$ cat src/rtl/mux_scan_ctrl.sv
// Select-line sequencer for a 4:1 mux: scans channels 0..3, samples the mux output
// after a settle time on each channel, and hands the 4-bit frame over valid/ready.
module mux_scan_ctrl #(
  parameter int SETTLE = 1
) (
  input  logic       clk,
  input  logic       rst,
  input  logic       run,
  output logic       s0,
  output logic       s1,
  input  logic       mux_in,
  output logic [3:0] frame,
  output logic       frame_valid,
  input  logic       frame_ready,
  output logic       busy
);

  if (SETTLE < 1 || SETTLE > 255) begin : g_bad_settle
    $error("mux_scan_ctrl: SETTLE must be in 1..255");
  end

  localparam logic [7:0] RELOAD = 8'(SETTLE - 1);

  typedef enum logic [1:0] {
    IDLE = 2'd0,
    WAIT = 2'd1,
    OUT  = 2'd2
  } state_t;

  state_t     state;
  logic [1:0] sel;
  logic [7:0] cnt;

  // Selects come straight from a register so the mux never sees a glitch.
  assign s0 = sel[0];
  assign s1 = sel[1];

  always_ff @(posedge clk) begin
    if (rst) begin
      state       <= IDLE;
      sel         <= 2'd0;
      cnt         <= 8'd0;
      frame       <= 4'd0;
      frame_valid <= 1'b0;
      busy        <= 1'b0;
    end else begin
      case (state)
        IDLE: begin
          sel <= 2'd0;
          if (run) begin
            state <= WAIT;
            cnt   <= RELOAD;
            busy  <= 1'b1;
          end
        end

        WAIT: begin
          if (cnt != 8'd0) begin
            cnt <= cnt - 8'd1;
          end else begin
            frame[sel] <= mux_in;
            if (sel != 2'd3) begin
              sel <= sel + 2'd1;
              cnt <= RELOAD;
            end else begin
              // Last channel sampled: hold sel at 3 and present the frame.
              state       <= OUT;
              frame_valid <= 1'b1;
            end
          end
        end

        OUT: begin
          if (frame_ready) begin
            frame_valid <= 1'b0;
            sel         <= 2'd0;
            if (run) begin
              state <= WAIT;
              cnt   <= RELOAD;
            end else begin
              state <= IDLE;
              busy  <= 1'b0;
            end
          end
        end

        default: begin
          state       <= IDLE;
          sel         <= 2'd0;
          frame_valid <= 1'b0;
          busy        <= 1'b0;
        end
      endcase
    end
  end

endmodule
$ cat config.mk
export PLATFORM = sky130hd
export DESIGN_NAME = mux_scan_ctrl
export DESIGN_NICKNAME = d
export VERILOG_FILES = /design/src/rtl/mux_scan_ctrl.sv
export SDC_FILE = /design/constraint.sdc
export NUM_CORES = 1
export LEC_CHECK = 0
export CAP_MARGIN = 20
export CORE_MARGIN = 1
export CORE_UTILIZATION = 45
export CTS_CLUSTER_SIZE = 8
export DETAILED_ROUTE_END_ITERATION = 16
export PLACE_DENSITY = 0.78
export SYNTH_ARGS = -nofsm -noshare
export SYNTH_HDL_FRONTEND = slang
export SYNTH_SLANG_ARGS = --single-unit
export TNS_END_PERCENT = 5
$ cat constraint.sdc
create_clock -name clk -period 2.6 [get_ports clk]
set_input_delay 0.26 -clock clk [delete_from_list [all_inputs] [get_ports clk]]
set_output_delay 0.26 -clock clk [all_outputs]
set_load 0.005 [all_outputs]
* Yosys cells after proc, flatten, opt, wreduce, memory -nomap -nowiden
Cells that the tools add are included.
** Storage, ports and cells
- Bits in registers :: 18
- Bits of input ports :: 5
- Output and inout bits :: 8
** Operators by class
- $add $sub $neg :: 2
- Magnitude comparators :: 2
- Equality and inequality tests :: 10
- Multiplexer cells :: 26
- Bitwise gates (word level) :: 3
- Reductions and logical operators :: 10
** Operators by type and width (number)
- two-way mux 8 bit :: 4
- case mux 8 bit (3 select lines) :: 1
- two-way mux 2 bit :: 7
- inequality test 2 bit (second input constant) :: 7
- AND reduction 4 bit :: 3
- two-way mux 1 bit :: 8
- nonzero test 8 bit :: 1
- subtractor 8 x 1 -> 8 bit (second input constant) :: 1
- case mux 1 bit (3 select lines) :: 2
- case mux 2 bit (3 select lines) :: 1
- AND reduction 3 bit :: 2
- bitwise mux 4 bit :: 1
- case mux 2 bit (2 select lines) :: 1
- less-than comparator 2 x 3 -> 1 bit (second input constant) :: 1
- inequality test 3 bit (second input constant) :: 1
- inverter 1 bit :: 3
- nonzero test 3 bit :: 1
- adder 2 x 1 -> 2 bit (second input constant) :: 1
- demux 1 bit (select 2 bit) :: 1
- equality test 2 x 1 -> 1 bit (second input constant) :: 1
- equality test 2 bit (second input constant) :: 1
- >= comparator 2 x 1 -> 1 bit (second input constant) :: 1
- zero test 2 bit :: 1
- AND reduction 2 bit :: 1
- logical AND 1 bit :: 1

* Depth between registers and ports, before layout
Gate-level depths: netlist of the first run.
- Depth after elaboration :: 5
- Gate-level depth with buffers :: 8
- Gate-level depth less buffers :: 6

* Worst setup path before layout of the first run
No wires, ideal clock.
- Path kind :: register to register
- From :: register cnt[0]
- To :: register cnt[1]
- Arrival :: 1758 ps
- Slack :: 775 ps
- Stages on the path, launching flop included :: 9
- Path buffers :: 2
- Cells stage by stage :: dfxtp_1 > inv_1 > ha_1 > nor3b_2 > and4_1 > buf_6 > buf_12 > or3_2 > a21oi_2
** On the way
- Longest elaborated chain between the ends :: 3
- Elaborated cells on any way between the ends :: 6
- Classes of those cells :: add/sub (1); eq/ne (1); mux (2); reduce/logical (2)
** RTL lines
- from (decl) :: line 32 : logic [7:0] cnt;
- from (signal assigned) :: line 59 : cnt <= cnt - 8'd1;
- subtractor 8 x 1 -> 8 bit / nonzero test 8 bit (equally long branches) :: line 59, 58
- two-way mux 8 bit / inequality test 3 bit (equally long branches)
- case mux 8 bit (3 select lines) / AND reduction 3 bit (equally long branches)
Several ways; a longest one is shown, not always the timed one.
A chain may end at the register's enable or synchronous reset.

* Final worst setup path of the first run
- From :: register cnt[0]
- To :: register cnt[6]
The elaborated chain is that of the path after synthesis.

==> results.sh, run 1 <==
export IMPL_grt_max_degree=19
export IMPL_design_area_mm2=0.00112
export IMPL_cp_max_fo=17
export IMPL_path_cells="inv_1 -> ha_1 -> nor3b_2 -> and4_1 -> or4_1 -> a21oi_1"
export IMPL_skew_ns=0.00992
export IMPL_layout_min_cycle_time_ns=2.01
export IMPL_synthCells=106
export IMPL_die_x_um=48.7
export IMPL_syn_nets=117
export IMPL_powerDensity_mw_per_mm2=560
export IMPL_cts_root_buffer="clkbuf_4"
export IMPL_rr_worst_depth=6
export IMPL_place_area_mm2=0.00109
export IMPL_syn_area_um2=981
export IMPL_num_antenna_cells=0
export IMPL_worstSkewPairLatency_ns=0.29
export IMPL_maxCapViolations=0
export IMPL_synth_edff_count=0
export IMPL_setup_viol=0
export IMPL_peakVddDrop_uv=337
export IMPL_critPathLaunchType="flip-flop"
export IMPL_maxSlewViolCount=0
export IMPL_rrSetupSlack_ns=0.59
export IMPL_ys_types=36
export IMPL_drtIter0Drc=11
export IMPL_p_leak_uw=0.000459
export IMPL_grt_pass1_wl_mm=3.48
export IMPL_hold_depth=2
export IMPL_min_period_over_period=0.772
export IMPL_cts_tree="yes"
export IMPL_cts_buffer_depth=2
export IMPL_ys_flop_type="dfxtp_1"
export IMPL_drtPass1Iterations=4
export IMPL_hold_violations=0
export IMPL_grt_remaining_overflow=0
export IMPL_cts_hold_buf=0
export IMPL_hpwlAfterDp_mm=1.36
export IMPL_area_growth_pct=14.4
export IMPL_rsz0062_at_grt="false"
export IMPL_whs_ns=0.514
export IMPL_grt_antenna_before_repair=0
export IMPL_layout_setup_ws_ns=0.593
export IMPL_critPathKind="flip-flop to flip-flop"
export IMPL_required_ns=2.83
export IMPL_dp_slack_ns=0.426
export IMPL_worst_pin_slew_ns=0.541
export IMPL_worstHoldEndpoint="frame[3]"
export IMPL_max_stage_delay_ns=0.53
export IMPL_timing_rr_end="cnt[6]"
export IMPL_critPathBufInv=1
export IMPL_clkTransAtPathRegs_ns=0.10
export IMPL_gp_congestion=0.734
export IMPL_r2r_start="cnt[0]"
export IMPL_syn_avg_cell_area_um2=9.25
export IMPL_grt_pass1_vias=783
export IMPL_outcome="finished clean"
export IMPL_yosysTopAreaCellShare=0.367
export IMPL_synth_seq_cells=18
export IMPL_synth_area_leaders="dfxtp_1, ha_1, a21oi_1"
export IMPL_crit_family="simple AND/OR/NAND/NOR gates"
export IMPL_drc_errors=0
export IMPL_worst_hold_path_type="flip-flop to flip-flop"
export IMPL_cts_buffers=3
export IMPL_drt_vias_per_instance=5.71
export IMPL_h_tree_depth=1
export IMPL_num_nets_final=131
export IMPL_cts_resized=0
export IMPL_grtUsageTotal=0.185
export IMPL_ys_top_cells_by_count="dfxtp_1, a21oi_1, inv_1, nor2_1"
export IMPL_ys_warn_count=0
export IMPL_die_area_mm2=0.00237
export IMPL_synth_most_common_cell="dfxtp_1"
export IMPL_ant_nets=0
export IMPL_num_io_pins=13
export IMPL_critPathSlowestCell="or4_1"
export IMPL_die_h_um=48.7
export IMPL_wl_per_cell_um=13.1
export IMPL_crit_arrival_ns=2.24
export IMPL_tns_ns=0
export IMPL_max_clock_freq_mhz=498
export IMPL_hp_start="frame[3]"
export IMPL_slew_headroom=0.637
export IMPL_drive_gt1_frac=0.102
export IMPL_yosysSeqAreaShare=0.367
export IMPL_wirelength_mm=1.90
export IMPL_vias=828
export IMPL_numPortBuffers=12
export IMPL_synth_async_reset_ratio=0
export IMPL_coreArea_mm2=0.00200
export IMPL_post_cts_setup_buffers=0
export IMPL_clock_sinks=18
export IMPL_endpoint_kind="flip-flop"
export IMPL_synth_area_leader_cell="dfxtp_1"
export IMPL_fin_util=0.561
export IMPL_fp_row_count=16
export IMPL_start_util=0.490
[area by class of cell]
class / instances / area [um^2]
clock buffers: 3 / 22.5
repair buffers: 13 / 128
well taps: 27 / 33.8
fillers: 190 / 880
flip-flops and latches: 18 / 360
multi-input cells: 77 / 552
inverters: 7 / 26.3
[routing by layer]
layer | part of all wire | track usage | routed length (um)
met1 | 0.47 | 0.233 | 885
met2 | 0.51 | 0.313 | 960
met3 | 0.027 | 0.0472 | 52
met4 | 0 | 0.0441 | 0
met5 | 0 | 0 | 0
[worst max path at each step]
stage          startpoint  endpoint  depth (start not counted)
4_1_cts            cnt[0]    cnt[4]                          6
3_5_place_dp          run    cnt[3]                          4
3_3_place_gp          run    cnt[4]                          4
2_1_floorplan      cnt[0]    cnt[1]                          8
6_report           cnt[0]    cnt[6]                          6
5_1_grt            cnt[0]    cnt[6]                          6
[stage by stage]
stage,power (uW),std cells
detailed placement,496,141
global route,671,145
global placement,490,141
finish,629,145
floorplan,450,106
CTS,628,144
[worst min-delay path: stages (launching register included)]
cell     delay, ns
dfxtp_1       0.34
mux2i_1       0.07
nor2_1        0.08
[registers in the layout (all words and copies together), names as in the netlist]
register     count
cnt              8
frame_valid      1
state            2
busy             1
frame            4
sel              2
[power by group]
group	internal [uW]	leakage [uW]	total [uW]	switching, uW
Sequential	297	0.000147	323	26.0
Clock	53.8	0.0000138	136	82.3
Combinational	82.2	0.000298	170	87.8
[cells by family (layout without fill, tap and decap cells)]
logic type	count (synthesis)	count (layout)	synth area share
buf+inv	11	23	0.0702
compound gates	29	29	0.193
mux	4	4	0.0408
flops	18	18	0.367
fa+ha+maj	6	6	0.0765
simple gates	38	38	0.253
[layout by cell type (no fill, tap or decap), types with 6 or more instances in the layout]
cell              n
ha_1              6
nor2_1            7
o31ai_1           6
or4_1             6
dfxtp_1          18
a21oi_1          11
clkdlybuf4s50_1  12
inv_1             7
Note: power is estimated with default switching activity, not from simulation.
==> run 2, diff against run 1 <==
==> constraint.sdc (replaced) <==
create_clock -name clk -period 2.1 [get_ports clk]
set_input_delay 0.21 -clock clk [delete_from_list [all_inputs] [get_ports clk]]
set_output_delay 0.21 -clock clk [all_outputs]
set_load 0.005 [all_outputs]
==> run 2 against run 1 <==
Sequential cell count is the same. Setup slack lost 0.44 ns. Critical endpoint is now cnt[7]. Clock power grew 57%. Utilization grew 1.9 points. Highest routed layer is now met4. Non-clock buffer count grew 3. First-iteration DRC count grew 27%. Clock skew shrank 0.0061 ns. Wire length grew 4.1%.
==> results.sh, run 2 (same netlist as run 1, synthesis figures left out) <==
export IMPL_p_leak_uw=0.000481
export IMPL_drc_errors=0
export IMPL_clkTransAtPathRegs_ns=0.10
export IMPL_fp_row_count=16
export IMPL_slew_headroom=0.721
export IMPL_ant_nets=0
export IMPL_crit_arrival_ns=2.18
export IMPL_h_tree_depth=1
export IMPL_maxSlewViolCount=0
export IMPL_drtPass1Iterations=4
export IMPL_min_period_over_period=0.929
export IMPL_maxCapViolations=0
export IMPL_cts_tree="yes"
export IMPL_gp_congestion=0.785
export IMPL_cts_buffer_depth=2
export IMPL_num_antenna_cells=0
export IMPL_top_register="cnt"
export IMPL_whs_ns=0.512
export IMPL_wl_per_cell_um=13.3
export IMPL_grt_antenna_before_repair=0
export IMPL_die_x_um=48.7
export IMPL_grt_remaining_overflow=0
export IMPL_grtUsageTotal=0.189
export IMPL_skew_ns=0.00387
export IMPL_final_common_cell="dfxtp_1"
export IMPL_die_h_um=48.7
export IMPL_area_growth_pct=18.2
export IMPL_required_ns=2.33
export IMPL_worst_hold_path_type="flip-flop to flip-flop"
export IMPL_worst_pin_slew_ns=0.416
export IMPL_start_util=0.490
export IMPL_grt_max_degree=18
export IMPL_final_cell_mix="dfxtp_1, clkdlybuf4s50_1, a21oi_1"
export IMPL_die_area_mm2=0.00237
export IMPL_coreArea_mm2=0.00200
export IMPL_tns_ns=0
export IMPL_post_cts_setup_buffers=0
export IMPL_drtIter0Drc=14
export IMPL_critPathKind="flip-flop to flip-flop"
export IMPL_clock_sinks=18
export IMPL_largest_reg_flops=8
export IMPL_peakVddDrop_uv=532
export IMPL_endpoint_kind="flip-flop"
export IMPL_layout_min_cycle_time_ns=1.95
export IMPL_hpwlAfterDp_mm=1.39
export IMPL_cts_buffers=3
export IMPL_setup_viol=0
export IMPL_drive_gt1_frac=0.139
export IMPL_cp_max_fo=17
export IMPL_dp_slack_ns=0.151
export IMPL_layout_setup_ws_ns=0.150
export IMPL_vias=835
export IMPL_powerDensity_mw_per_mm2=724
export IMPL_wirelength_mm=1.98
export IMPL_worstSkewPairLatency_ns=0.29
export IMPL_critPathLaunchType="flip-flop"
export IMPL_num_nets_final=134
export IMPL_drt_vias_per_instance=5.60
export IMPL_grt_pass1_vias=828
export IMPL_outcome="finished clean"
export IMPL_reg_top3="cnt (8), frame (4)"
export IMPL_numPortBuffers=12
export IMPL_fin_util=0.579
export IMPL_num_io_pins=13
export IMPL_max_clock_freq_mhz=513
export IMPL_cts_root_buffer="clkbuf_4"
export IMPL_rsz0062_at_grt="false"
export IMPL_grt_pass1_wl_mm=3.53
export IMPL_hold_violations=0
[run 2: changes by cell type in the layout (fill, tap and decap cells not counted), sizes merged]
cell	delta
clkbuf	+1
buf	+3
[run 2: cell type report]
type | instances | area [um^2]
multi-input combinational | 77 | 553
inverter | 7 | 26.3
tap | 27 | 33.8
timing repair buffer | 16 | 150
sequential | 18 | 360
fill | 193 | 842
clock buffer | 4 | 36.3
[run 2: final timing paths]
kind                  from  endpoint  slack, ns  cells after the start
hold / removal    frame[2]  frame[2]       0.51                      2
hold reg to reg   frame[2]  frame[2]       0.51                      2
setup / recovery    cnt[0]    cnt[7]       0.15                      6
setup reg to reg    cnt[0]    cnt[7]       0.15                      6
[run 2: where the power goes]
part,leakage [uW],internal (uW),switching [uW],total [uW]
combinational,0.000313,113,115,227
clock,0.0000210,106,108,213
sequential,0.000147,367,32.3,399
total,0.000481,586,254,840
[run 2: through the flow]
stage / cells / power, uW / area [um^2]
finish: 149 / 840 / 1160
global route: 149 / 899 / 1160
CTS: 149 / 848 / 1160
detailed placement: 145 / 629 / 1120
global placement: 145 / 621 / 1120
floorplan: 106 / 557 / 981
[run 2: repair_timing]
item	4_1_cts	5_1_grt
resized for setup	0	1
hold endpoints to repair	0	0
endpoints found under the setup margin	0	8
hold buffers	0	0
[run 2: per-layer routing]
metal	GRT usage	wire, um	vias up
li1	-	-	428
met1	0.220	899	383
met2	0.326	946	18
met3	0.0597	84	6
met4	0.0588	44	0
met5	0	0	-
[run 2: worst max-delay path, stage by stage, from the launching register on]
cell and delay, ns:
dfxtp_1 0.41, inv_1 0.09, ha_1 0.21, nor3b_2 0.20
and4_2 0.35, or4_1 0.49, a21oi_1 0.14
==> run 3, diff against run 2 <==
--- a/config.mk
+++ b/config.mk
@@ -7,10 +7,10 @@
 export LEC_CHECK = 0
 export CAP_MARGIN = 20
 export CORE_MARGIN = 1
-export CORE_UTILIZATION = 45
+export CORE_UTILIZATION = 53
 export CTS_CLUSTER_SIZE = 8
 export DETAILED_ROUTE_END_ITERATION = 16
-export PLACE_DENSITY = 0.78
+export PLACE_DENSITY = 0.88
 export SYNTH_ARGS = -nofsm -noshare
 export SYNTH_HDL_FRONTEND = slang
 export SYNTH_SLANG_ARGS = --single-unit
==> run 3 against run 2 <==
Clock power grew 2%. Combinational power shrank 3%. Wire length shrank 2.7%. Total power shrank 0.14%. Clock-buffer cell count is the same. Sequential cell count is the same. Critical path type unchanged. Largest power group unchanged.
==> results.sh, run 3 (same netlist as run 1, synthesis figures left out) <==
export IMPL_outcome="finished clean"
export IMPL_grtUsageMet2=0.400
export IMPL_numPortBuffers=12
export IMPL_top_register="cnt"
export IMPL_cts_hold_buf=0
export IMPL_p_sw_frac=0.304
export IMPL_gp_congestion=0.788
export IMPL_worstSkewPairLatency_ns=0.30
export IMPL_path_cells="inv_1 -> ha_1 -> nor3b_2 -> and4_2 -> or4_1 -> a21oi_1"
export IMPL_num_antenna_cells=0
export IMPL_worst_hold_path_type="flip-flop to flip-flop"
export IMPL_maxSlewViolCount=0
export IMPL_critPathKind="flip-flop to flip-flop"
export IMPL_drive_gt1_frac=0.140
export IMPL_post_cts_setup_buffers=0
export IMPL_grt_use_met3=0.0760
export IMPL_endpoint="cnt[6]"
export IMPL_hpwlAfterDp_mm=1.43
export IMPL_worst_pin_slew_ns=1.04
export IMPL_maxCapViolations=0
export IMPL_p_leak_uw=0.000476
export IMPL_p_switching_uw=255
export IMPL_grt_use_met1=0.231
export IMPL_setup_viol=0
export IMPL_cp_max_fo=17
export IMPL_fin_cells=146
export IMPL_timing_rr_end="cnt[6]"
export IMPL_num_io_pins=13
export IMPL_critPathLaunchType="flip-flop"
export IMPL_final_common_cell="dfxtp_1"
export IMPL_r2r_start="cnt[1]"
export IMPL_ant_nets=0
export IMPL_clkTransAtPathRegs_ns=0.11
export IMPL_peakVddDrop_uv=490
export IMPL_rrSetupSlack_ns=0.16
export IMPL_rsz0062_at_grt="false"
export IMPL_wirelength_mm=1.92
export IMPL_cp_startpoint="cnt[1]"
export IMPL_cts_root_buffer="clkbuf_4"
export IMPL_required_ns=2.33
export IMPL_drt_vias_per_instance=5.69
export IMPL_endpoint_kind="flip-flop"
export IMPL_coreArea_mm2=0.00173
export IMPL_vias=831
export IMPL_hold_violations=0
export IMPL_skew_ns=0.00694
export IMPL_grt_max_degree=18
export IMPL_critPathBufInv=1
export IMPL_layout_min_cycle_time_ns=1.94
export IMPL_die_area_mm2=0.00203
export IMPL_rr_worst_depth=6
export IMPL_wl_per_cell_um=13.2
export IMPL_grt_pass1_vias=769
export IMPL_crit_arrival_ns=2.17
export IMPL_drc_errors=0
export IMPL_largest_reg_flops=8
export IMPL_crit_family="simple AND/OR/NAND/NOR gates"
export IMPL_grt_busiest_layer="met2"
export IMPL_die_h_um=45.0
export IMPL_cts_tree="yes"
export IMPL_grt_remaining_overflow=0
export IMPL_cts_buffer_depth=2
export IMPL_grtUsageTotal=0.216
export IMPL_cts_buffers=3
export IMPL_h_tree_depth=1
export IMPL_area_growth_pct=17.3
export IMPL_slew_headroom=0.307
export IMPL_fp_row_count=15
export IMPL_drtPass1Iterations=4
export IMPL_final_cell_mix="dfxtp_1, clkdlybuf4s50_1, a21oi_1"
export IMPL_die_x_um=45.0
export IMPL_start_util=0.568
export IMPL_reg_top3="cnt (8), frame (4)"
export IMPL_clkPwrFrac=0.259
export IMPL_p_comb_frac=0.264
export IMPL_critPathSlowestCell="or4_1"
export IMPL_p_seq_frac=0.477
export IMPL_num_nets_final=133
export IMPL_min_period_over_period=0.923
export IMPL_worst_path_stages=6
export IMPL_max_clock_freq_mhz=516
export IMPL_grt_pass1_wl_mm=3.15
export IMPL_clock_sinks=18
export IMPL_dp_cells=142
export IMPL_intPower_uw=584
export IMPL_grt_antenna_before_repair=0
export IMPL_drtIter0Drc=11
export IMPL_max_stage_delay_ns=0.49
export IMPL_tns_ns=0
export IMPL_powerDensity_mw_per_mm2=729
[run 3: cell count changes in the layout (fill, tap and decap cells not counted)]
cell     change
buf_4        -1
dfxtp_1      -1
dfxtp_2      +1
[run 3: worst min path at each step]
stage | from | end | slack [ns] | depth (start not counted)
finish | frame[2] | frame[2] | 0.51 | 2
global route | frame[3] | frame[3] | 0.55 | 2
CTS | frame[3] | frame[3] | 0.52 | 2
detailed placement | frame[1] | frame[1] | 0.49 | 2
global placement | frame[3] | frame[3] | 0.48 | 2
floorplan | mux_in | frame[0] | 0.35 | 2
[run 3: layout make-up]
type                       count  area, um^2
sequential                    18         362
clock buffer                   4        36.3
multi-input combinational     77         553
fill                         156         576
timing repair buffer          15         143
inverter                       7        26.3
tap                           25        31.3
[run 3: per-stage QoR]
stage | total power (uW) | hold slack [ns] | area (um^2) | setup WS, ns | utilization
final | 839 | 0.514 | 1150 | 0.161 | 0.667
after global routing | 888 | 0.546 | 1150 | 0.0639 | 0.667
after CTS | 844 | 0.524 | 1150 | 0.0441 | 0.665
after detailed placement | 630 | 0.495 | 1110 | 0.0155 | 0.644
after global placement | 617 | 0.479 | 1110 | 0.149 | 0.644
after floorplan | 557 | 0.354 | 981 | 0.275 | -
[run 3: power groups by stage]
stage | clock network (uW) | registers (uW) | logic (uW)
floorplan | 0 | 400 | 157
global placement | 0 | 405 | 212
detailed placement | 0 | 408 | 222
CTS | 222 | 400 | 223
global route | 238 | 404 | 246
finish | 217 | 400 | 221
[run 3: metal layers]
| layer | vias up | wire (um) | part of all wire |
|---|---|---|---|
| met3 | 4 | 66 | 0.034 |
| met1 | 390 | 856 | 0.45 |
| met4 | 0 | 21 | 0.011 |
| met2 | 11 | 978 | 0.51 |
| li1 | 426 | - | - |
| met5 | - | 0 | 0 |
[run 3: worst reg2reg max path, delay by kind of cell, from the launching register on]
family	cells	cell delay (ns)
AOI/OAI and AO/OA	1	0.16
adders and majority gates	1	0.19
buffers and inverters	1	0.10
DFF	1	0.39
and+or+nand+nor	3	1.03
[run 3: timing repair]
item                                   CTS  global route
gates resized for setup                  0             2
endpoints found under the hold margin    0             0
setup endpoints to repair                0             8
